===== src/rtl/mult_issue_ctrl.sv =====
// mult_issue_ctrl: issue-side controller for the multiplier functional unit.
// Accepts one ready multiply op at a time and launches it on the FU. The
// result and its destination tags are held in a one-entry buffer until the
// CDB grants it. A branch flush squashes the in-flight op, and the late FU
// result is dropped.
module mult_issue_ctrl #(
  parameter int unsigned PHYS_REG_BITS = 6,
  parameter int unsigned ROB_IDX_BITS  = 5
) (
  input  logic                     clk,
  input  logic                     rst_n,
  // reservation station side
  input  logic                     req_valid,
  output logic                     req_ready,
  input  logic [31:0]              req_rs1_v,
  input  logic [31:0]              req_rs2_v,
  input  logic [2:0]               req_funct3,
  input  logic [PHYS_REG_BITS-1:0] req_pd,
  input  logic [ROB_IDX_BITS-1:0]  req_rob_idx,
  // functional unit side
  output logic                     fu_start,
  output logic [31:0]              fu_rs1_v,
  output logic [31:0]              fu_rs2_v,
  output logic [2:0]               fu_funct3,
  input  logic                     fu_valid,
  input  logic [31:0]              fu_rd_v,
  // common data bus side
  output logic                     cdb_req,
  input  logic                     cdb_grant,
  output logic [31:0]              cdb_rd_v,
  output logic [PHYS_REG_BITS-1:0] cdb_pd,
  output logic [ROB_IDX_BITS-1:0]  cdb_rob_idx,
  // control
  input  logic                     flush,
  output logic                     busy
);

  localparam int unsigned XLEN = 32;
  localparam int unsigned F3W  = 3;

  typedef enum logic [2:0] {
    S_IDLE  = 3'd0,
    S_START = 3'd1,
    S_WAIT  = 3'd2,
    S_DONE  = 3'd3,
    S_DRAIN = 3'd4
  } state_t;

  state_t                   r_state;
  logic [XLEN-1:0]          r_rs1_v;
  logic [XLEN-1:0]          r_rs2_v;
  logic [F3W-1:0]           r_funct3;
  logic [PHYS_REG_BITS-1:0] r_pd;
  logic [ROB_IDX_BITS-1:0]  r_rob_idx;
  logic [XLEN-1:0]          r_rd_v;
  logic [PHYS_REG_BITS-1:0] r_cdb_pd;
  logic [ROB_IDX_BITS-1:0]  r_cdb_rob_idx;

  logic w_req_ready;
  logic w_accept;
  logic w_cdb_req;

  // A new op may enter when idle, or in DONE on the very cycle the buffer
  // drains, which lets back-to-back ops overlap the broadcast. Held low while
  // reset is asserted.
  assign w_req_ready = rst_n && !flush &&
                       ((r_state == S_IDLE) || ((r_state == S_DONE) && cdb_grant));
  assign w_accept    = req_valid && w_req_ready;
  // flush suppresses the request immediately so a coincident grant is void.
  assign w_cdb_req   = (r_state == S_DONE) && !flush;

  // Control state, latched op and result buffer.
  always_ff @(posedge clk) begin
    if (!rst_n) begin
      r_state       <= S_IDLE;
      r_rs1_v       <= '0;
      r_rs2_v       <= '0;
      r_funct3      <= '0;
      r_pd          <= '0;
      r_rob_idx     <= '0;
      r_rd_v        <= '0;
      r_cdb_pd      <= '0;
      r_cdb_rob_idx <= '0;
    end else begin
      // Accept happens only in IDLE or DONE, so operands are never disturbed
      // between START and the op's fu_valid.
      if (w_accept) begin
        r_rs1_v   <= req_rs1_v;
        r_rs2_v   <= req_rs2_v;
        r_funct3  <= req_funct3;
        r_pd      <= req_pd;
        r_rob_idx <= req_rob_idx;
      end
      case (r_state)
        S_IDLE: begin
          if (w_accept) r_state <= S_START;
        end
        S_START: begin
          r_state <= flush ? S_DRAIN : S_WAIT;
        end
        S_WAIT: begin
          if (flush) begin
            // A result arriving with the flush is already the one to drop.
            r_state <= fu_valid ? S_IDLE : S_DRAIN;
          end else if (fu_valid) begin
            r_rd_v        <= fu_rd_v;
            r_cdb_pd      <= r_pd;
            r_cdb_rob_idx <= r_rob_idx;
            r_state       <= S_DONE;
          end
        end
        S_DONE: begin
          if (flush) begin
            r_state <= S_IDLE;
          end else if (cdb_grant) begin
            r_state <= w_accept ? S_START : S_IDLE;
          end
        end
        S_DRAIN: begin
          if (fu_valid) r_state <= S_IDLE;
        end
        default: begin
          r_state <= S_IDLE;
        end
      endcase
    end
  end

  assign req_ready   = w_req_ready;
  assign cdb_req     = w_cdb_req;
  assign fu_start    = (r_state == S_START);
  assign fu_rs1_v    = r_rs1_v;
  assign fu_rs2_v    = r_rs2_v;
  assign fu_funct3   = r_funct3;
  assign cdb_rd_v    = r_rd_v;
  assign cdb_pd      = r_cdb_pd;
  assign cdb_rob_idx = r_cdb_rob_idx;
  assign busy        = (r_state != S_IDLE);

endmodule


===== config.mk =====
export PLATFORM = sky130hd
export DESIGN_NAME = mult_issue_ctrl
export DESIGN_NICKNAME = d
export VERILOG_FILES = /design/src/rtl/mult_issue_ctrl.sv
export SDC_FILE = /design/constraint.sdc
export NUM_CORES = 1
export LEC_CHECK = 0
export ABC_AREA = 1
export BUFFER_PORTS_ARGS = -buffer_cell sky130_fd_sc_hd__buf_2
export CORE_UTILIZATION = 44
export DETAILED_ROUTE_END_ITERATION = 12
export PLACE_DENSITY_LB_ADDON = 0.15
export SYNTH_ARGS = -nofsm -noshare
export SYNTH_HDL_FRONTEND = slang
export SYNTH_SLANG_ARGS = --single-unit

===== constraint.sdc =====
create_clock -name clk -period 4 [get_ports clk]
set_clock_uncertainty 0.1 [all_clocks]
set_input_delay 0.2 -clock clk [delete_from_list [all_inputs] [get_ports clk]]
set_output_delay 0.2 -clock clk [all_outputs]
set_load 0.02 [all_outputs]

# ---- Word level (Yosys, flattened, before mapping)
# Index checks and enable logic that the tools add are counted.
dict set report word_totals {
  word_cells 39
  out_inout_bits 114
  regBits 124
}
dict set report op_classes {
  reduce_logical 11
  n_bitwise 1
  eq_ne 8
  muxes 10
}
# cell count
set ops {}
lappend ops {{$mux W3} 8}
lappend ops {{$pmux W3 S5} 1}
lappend ops {{$eq A3 B2 Y1 const B} 2}
lappend ops {{$ne A3 B3 Y1 const B} 2}
lappend ops {{$logic_and A1 B1 Y1} 5}
lappend ops {{$ne A2 B2 Y1 const B} 2}
lappend ops {{$reduce_and A4 Y1} 1}
lappend ops {{$eq A3 B1 Y1 const B} 1}
lappend ops {{$eq A3 B3 Y1 const B} 1}
lappend ops {{$logic_not A3 Y1} 1}
lappend ops {{$reduce_and A3 Y1} 1}
lappend ops {{$reduce_bool A3 Y1} 1}
lappend ops {{$logic_not A1 Y1} 1}
lappend ops {{$logic_or A1 B1 Y1} 1}
lappend ops {{$mux W1} 1}
lappend ops {{$not A1 Y1} 1}

# ---- Depth between registers and ports, before layout
dict set report depth {
  ltp_word 9
  mapped_depth 9
}

# ---- Least setup slack after synthesis
# Ideal clock, no wire load.
dict set report synth_path {
  path_kind {register to register}
  from {reg r_state[2]}
  to {reg r_rs2_v[18], in the netlist fu_rs2_v[18]}
  n_path_buf 3
  slack_ps 2459
  path_stages_with_launch 10
  setup_ps 132
  period_less_slack_ps 1541
  t_arrival_ps 1309
  path_cell_list {dfxtp_1 -> nor2_4 -> nand2_2 -> a21boi_2 -> buf_6 -> nand2_4 -> buf_6 -> buf_6 -> nand2_1 -> a21oi_1}
}
dict set report synth_between {
  elab_chain_len 5
  word_cells_on_any_way 6
  cone_classes {eq/ne: 1; reduce/logical: 5}
}
# element line_no
set synth_lines {}
lappend synth_lines {{from (decl)} 49} ;# state_t r_state;
lappend synth_lines {{from (signal assigned)} 99} ;# r_state <= flush ? S_DRAIN : S_WAIT;
lappend synth_lines {{from (signal assigned)} 104} ;# r_state <= fu_valid ? S_IDLE : S_DRAIN;
lappend synth_lines {{from (signal assigned)} 116} ;# r_state <= w_accept ? S_START : S_IDLE;
lappend synth_lines {{$eq A3 B2 Y1} 67} ;# ((r_state == S_IDLE) || ((r_state == S_DONE) && cdb_grant));
lappend synth_lines {{$logic_and A1 B1 Y1} 67}
lappend synth_lines {{$logic_or A1 B1 Y1 (*)} 67}
lappend synth_lines {{$logic_and A1 B1 Y1 (*)} 66} ;# assign w_req_ready = rst_n && !flush &&
lappend synth_lines {{$logic_and A1 B1 Y1 (*)} 68} ;# assign w_accept = req_valid && w_req_ready;
lappend synth_lines {{to (signal assigned)} 89} ;# r_rs2_v <= req_rs2_v;
lappend synth_lines {{to (decl)} 51} ;# logic [XLEN-1:0] r_rs2_v;
# Every way passes the cells marked *; elsewhere a longest branch is shown, timed or not.
# A chain may end at the register's enable or synchronous reset.

# ---- Worst setup path after layout
dict set report layout_path {
  from {reg r_state[2]}
  to {reg r_rd_v[28], in the netlist cdb_rd_v[28]}
}
dict set report layout_between {
  elab_chain_len 2
}
# element line_no
set layout_lines {}
lappend layout_lines {{$eq A3 B2 Y1} 94} ;# case (r_state)
lappend layout_lines {{$reduce_and A3 Y1 (no line)} -}
lappend layout_lines {{to (signal assigned)} 106} ;# r_rd_v <= fu_rd_v;
lappend layout_lines {{to (decl)} 55} ;# logic [XLEN-1:0] r_rd_v;
# Every way passes these cells.

==> results.ini <==
[critical_path]
worst_setup_path_start_kind=register
crit_family=buffers and inverters
crit_fanout=44
slowest_stage=clkinv_1
end_kind=register
crit_type=register to register
arrival_ns=3.12
cpMostUsedCell=nor2_1
cp_data_required_time_ns=4.28
crit_chain=nor2_4, nand2_1, inv_1, nand3_1, buf_4, clkinv_1, nor2_1, nor2_1
max_stage_delay_ns=1.00
path_buf_inv=3

[detailed_routing]
drc_errors=0
drt-pass1-iter-count=5
wl_per_cell_um=14.6
drt_iter0_markers=271
viasPerCell=5.15
wl_mm=15.2
antenna_left=0
num_vias=5368

[power_and_ir_drop]
p_per_area_nw_per_um2=433
ir_drop_mv=0.230
power_leakage_uw=0.00335

[clocking]
clk_pin_slew_ns=0.05
cts_buffer_depth=2
cts.sinks=124
htree_levels=4
clock_latency_ns=0.50
cts_setup_buffers=0
cts_buffers=17
root_buffer=clkbuf_8
tritoncts=done

[die]
row_count=36
initial_utilization_pct=45.9
die_y_um=104
die_x_um=104
coreArea_sq_um=9910
ioPinCount=230
dieArea_sq_um=10800

[layout]
fin_cells=1042
nNetsFinal=1012
diodes=0
area_growth_pct=62.8
drive_gt1_share_pct=29.2

[logic_synthesis]
yosysWarnings=0
synthSimpleGateAreaFrac_pct=25.0
yosysTopAreaCell=dfxtp_1
synth_area_leaders=dfxtp_1 (55%), nand3_1 (9.1%), a21oi_1 (8.7%), nor2_1 (7.5%), nand2_1 (7.3%)
ys_types=22
yosysMostFrequentCell=dfxtp_1
yosysSeqAreaShare_pct=54.5
synthArstFlopShare_pct=0
netlist_area_sq_um=4550
synthMuxAreaShare_pct=0
ys_top_cells_by_count=dfxtp_1 (124), nor2_1 (91), nand2_1 (88)
netlist_instances=576
synthFlopType=dfxtp_1
synthAdderAreaFrac_pct=0
synth_edf_count=0
synth-compound-area-share_pct=14.2
synth-seq-cells=124
synth_top_family_by_area=simple AND/OR/NAND/NOR gates
syn_nets=692
synthXorXnorAreaFrac_pct=0
yosys.area.top_type_share_pct=54.5
synth.avg_cell_area_sq_um=7.90

[placed_design]
dp.cells=895
io_buffers=229
place_hpwl_mm=8.00
place.gp.congestion=0.899

[global_route]
grt.total_usage_pct=28.4
met3_usage_pct=8.75
grt_max_degree=80
use_met1_pct=31.0
grt_pass1_wl_mm=24.9
grt_busiest_layer=met2
grt_pass1_vias=5244
met2_usage_pct=49.8
antenna_found_initial=0
grt_overflow_total=0

[flow_run]
max_cap_violations=0

[timing]
fin_crit_sh_pct=71.1
drv_slew=0
fmax_ghz=0.352
tightest_slew_ns=1.16
whs_ns=0.0991
tns_ns=0
slew-limit-headroom_pct=22.3
hold_viol_final=0
setup_viol=0
rsz0062_at_grt=no
fin_crit_ns=2.84

[hold_path]
hp-class=input port to register

[outcome]
status=completed

==> path summary, 6_finish.rpt <==
| kind | start | end | slack (ns) | cells after the start |
|---|---|---|---|---|
| max | r_state[2] | cdb_rd_v[28] | 1.16 | 8 |
| min | req_valid | r_pd[4] | 0.1 | 3 |
| max reg2reg | r_state[2] | cdb_rd_v[28] | 1.16 | 8 |
| min reg2reg | r_rob_idx[1] | r_rob_idx[1] | 0.36 | 2 |
==> layout by cell type, fill, tap and decap left out <==
cell type,synthesis,routed
buf_2,12,229
dfxtp_1,124,124
dlygate4sd3_1,0,115
nor2_1,91,91
nand2_1,88,88
nand3_1,83,83
a21oi_1,79,79
o21ai_0,45,45
clkbuf_16,0,16
inv_1,7,7
clkbuf_1,24,5
clkbuf_8,0,4
bufinv_16,0,4
buf_4,4,4
nand4_1,3,3
clkinv_2,0,3
nor2_4,1,1
nand2_2,1,1
inv_2,1,1
a21boi_4,0,1
nor3_1,1,1
nand2_4,1,1
clkinv_1,1,1
a31oi_1,1,1
o211ai_1,1,1
==> routing by layer <==
metal	up-vias	part of all wire (%)	wire [um]
met5	-	0	0
met4	0	3.5	530
li1	2562	-	-
met1	2485	38	5810
met2	264	51	7740
met3	57	7.5	1140
==> cells by family after synthesis <==
kind of cell | count (synthesis)
AOI/OAI and AO/OA | 127
buffers and inverters | 56
DFF | 124
and+or+nand+nor | 269
==> repair_timing <==
action,CTS,global route
hold buffers,115,0
resized for setup,0,0
hold endpoints to repair,113,0
==> final cells by class <==
cell class | count | area [sq um]
multi-input combinational | 396 | 1790
fill | 712 | 2500
clock inverter | 7 | 135
sequential | 124 | 2480
clock buffer | 25 | 474
inverter | 9 | 33.8
timing repair buffer | 348 | 2330
tap | 133 | 166
==> tightest hold or removal path, cell delays in order <==
cell and delay (ns):
buf_2 0.25, nand3_1 0.14, a21oi_1 0.06
==> through the flow <==
step                      power [uW]  util [%]  area (sq um)  setup WS (ns)
after CTS                       3220      74.8          7410           1.21
final                           3210      74.8          7410           1.16
after global routing            3320      74.8          7410          0.840
after global placement          1560      57.0          5650           1.35
after detailed placement        1570      57.0          5650           1.22
after floorplan                 1470         -          4550           2.46
==> report_power, final <==
group | switching, uW | total (uW) | internal, uW
clock network | 511 | 1570 | 1060
logic | 187 | 357 | 169
registers | 18.1 | 1290 | 1270
total | 717 | 3210 | 2500
==> flip-flops by register name (all words and copies together), names as in the netlist <==
signal	count
cdb_pd	6
cdb_rd_v	32
cdb_rob_idx	5
fu_funct3	3
fu_rs1_v	32
fu_rs2_v	32
r_pd	6
r_rob_idx	5
r_state	3
Power figures use the tool's default switching activity.
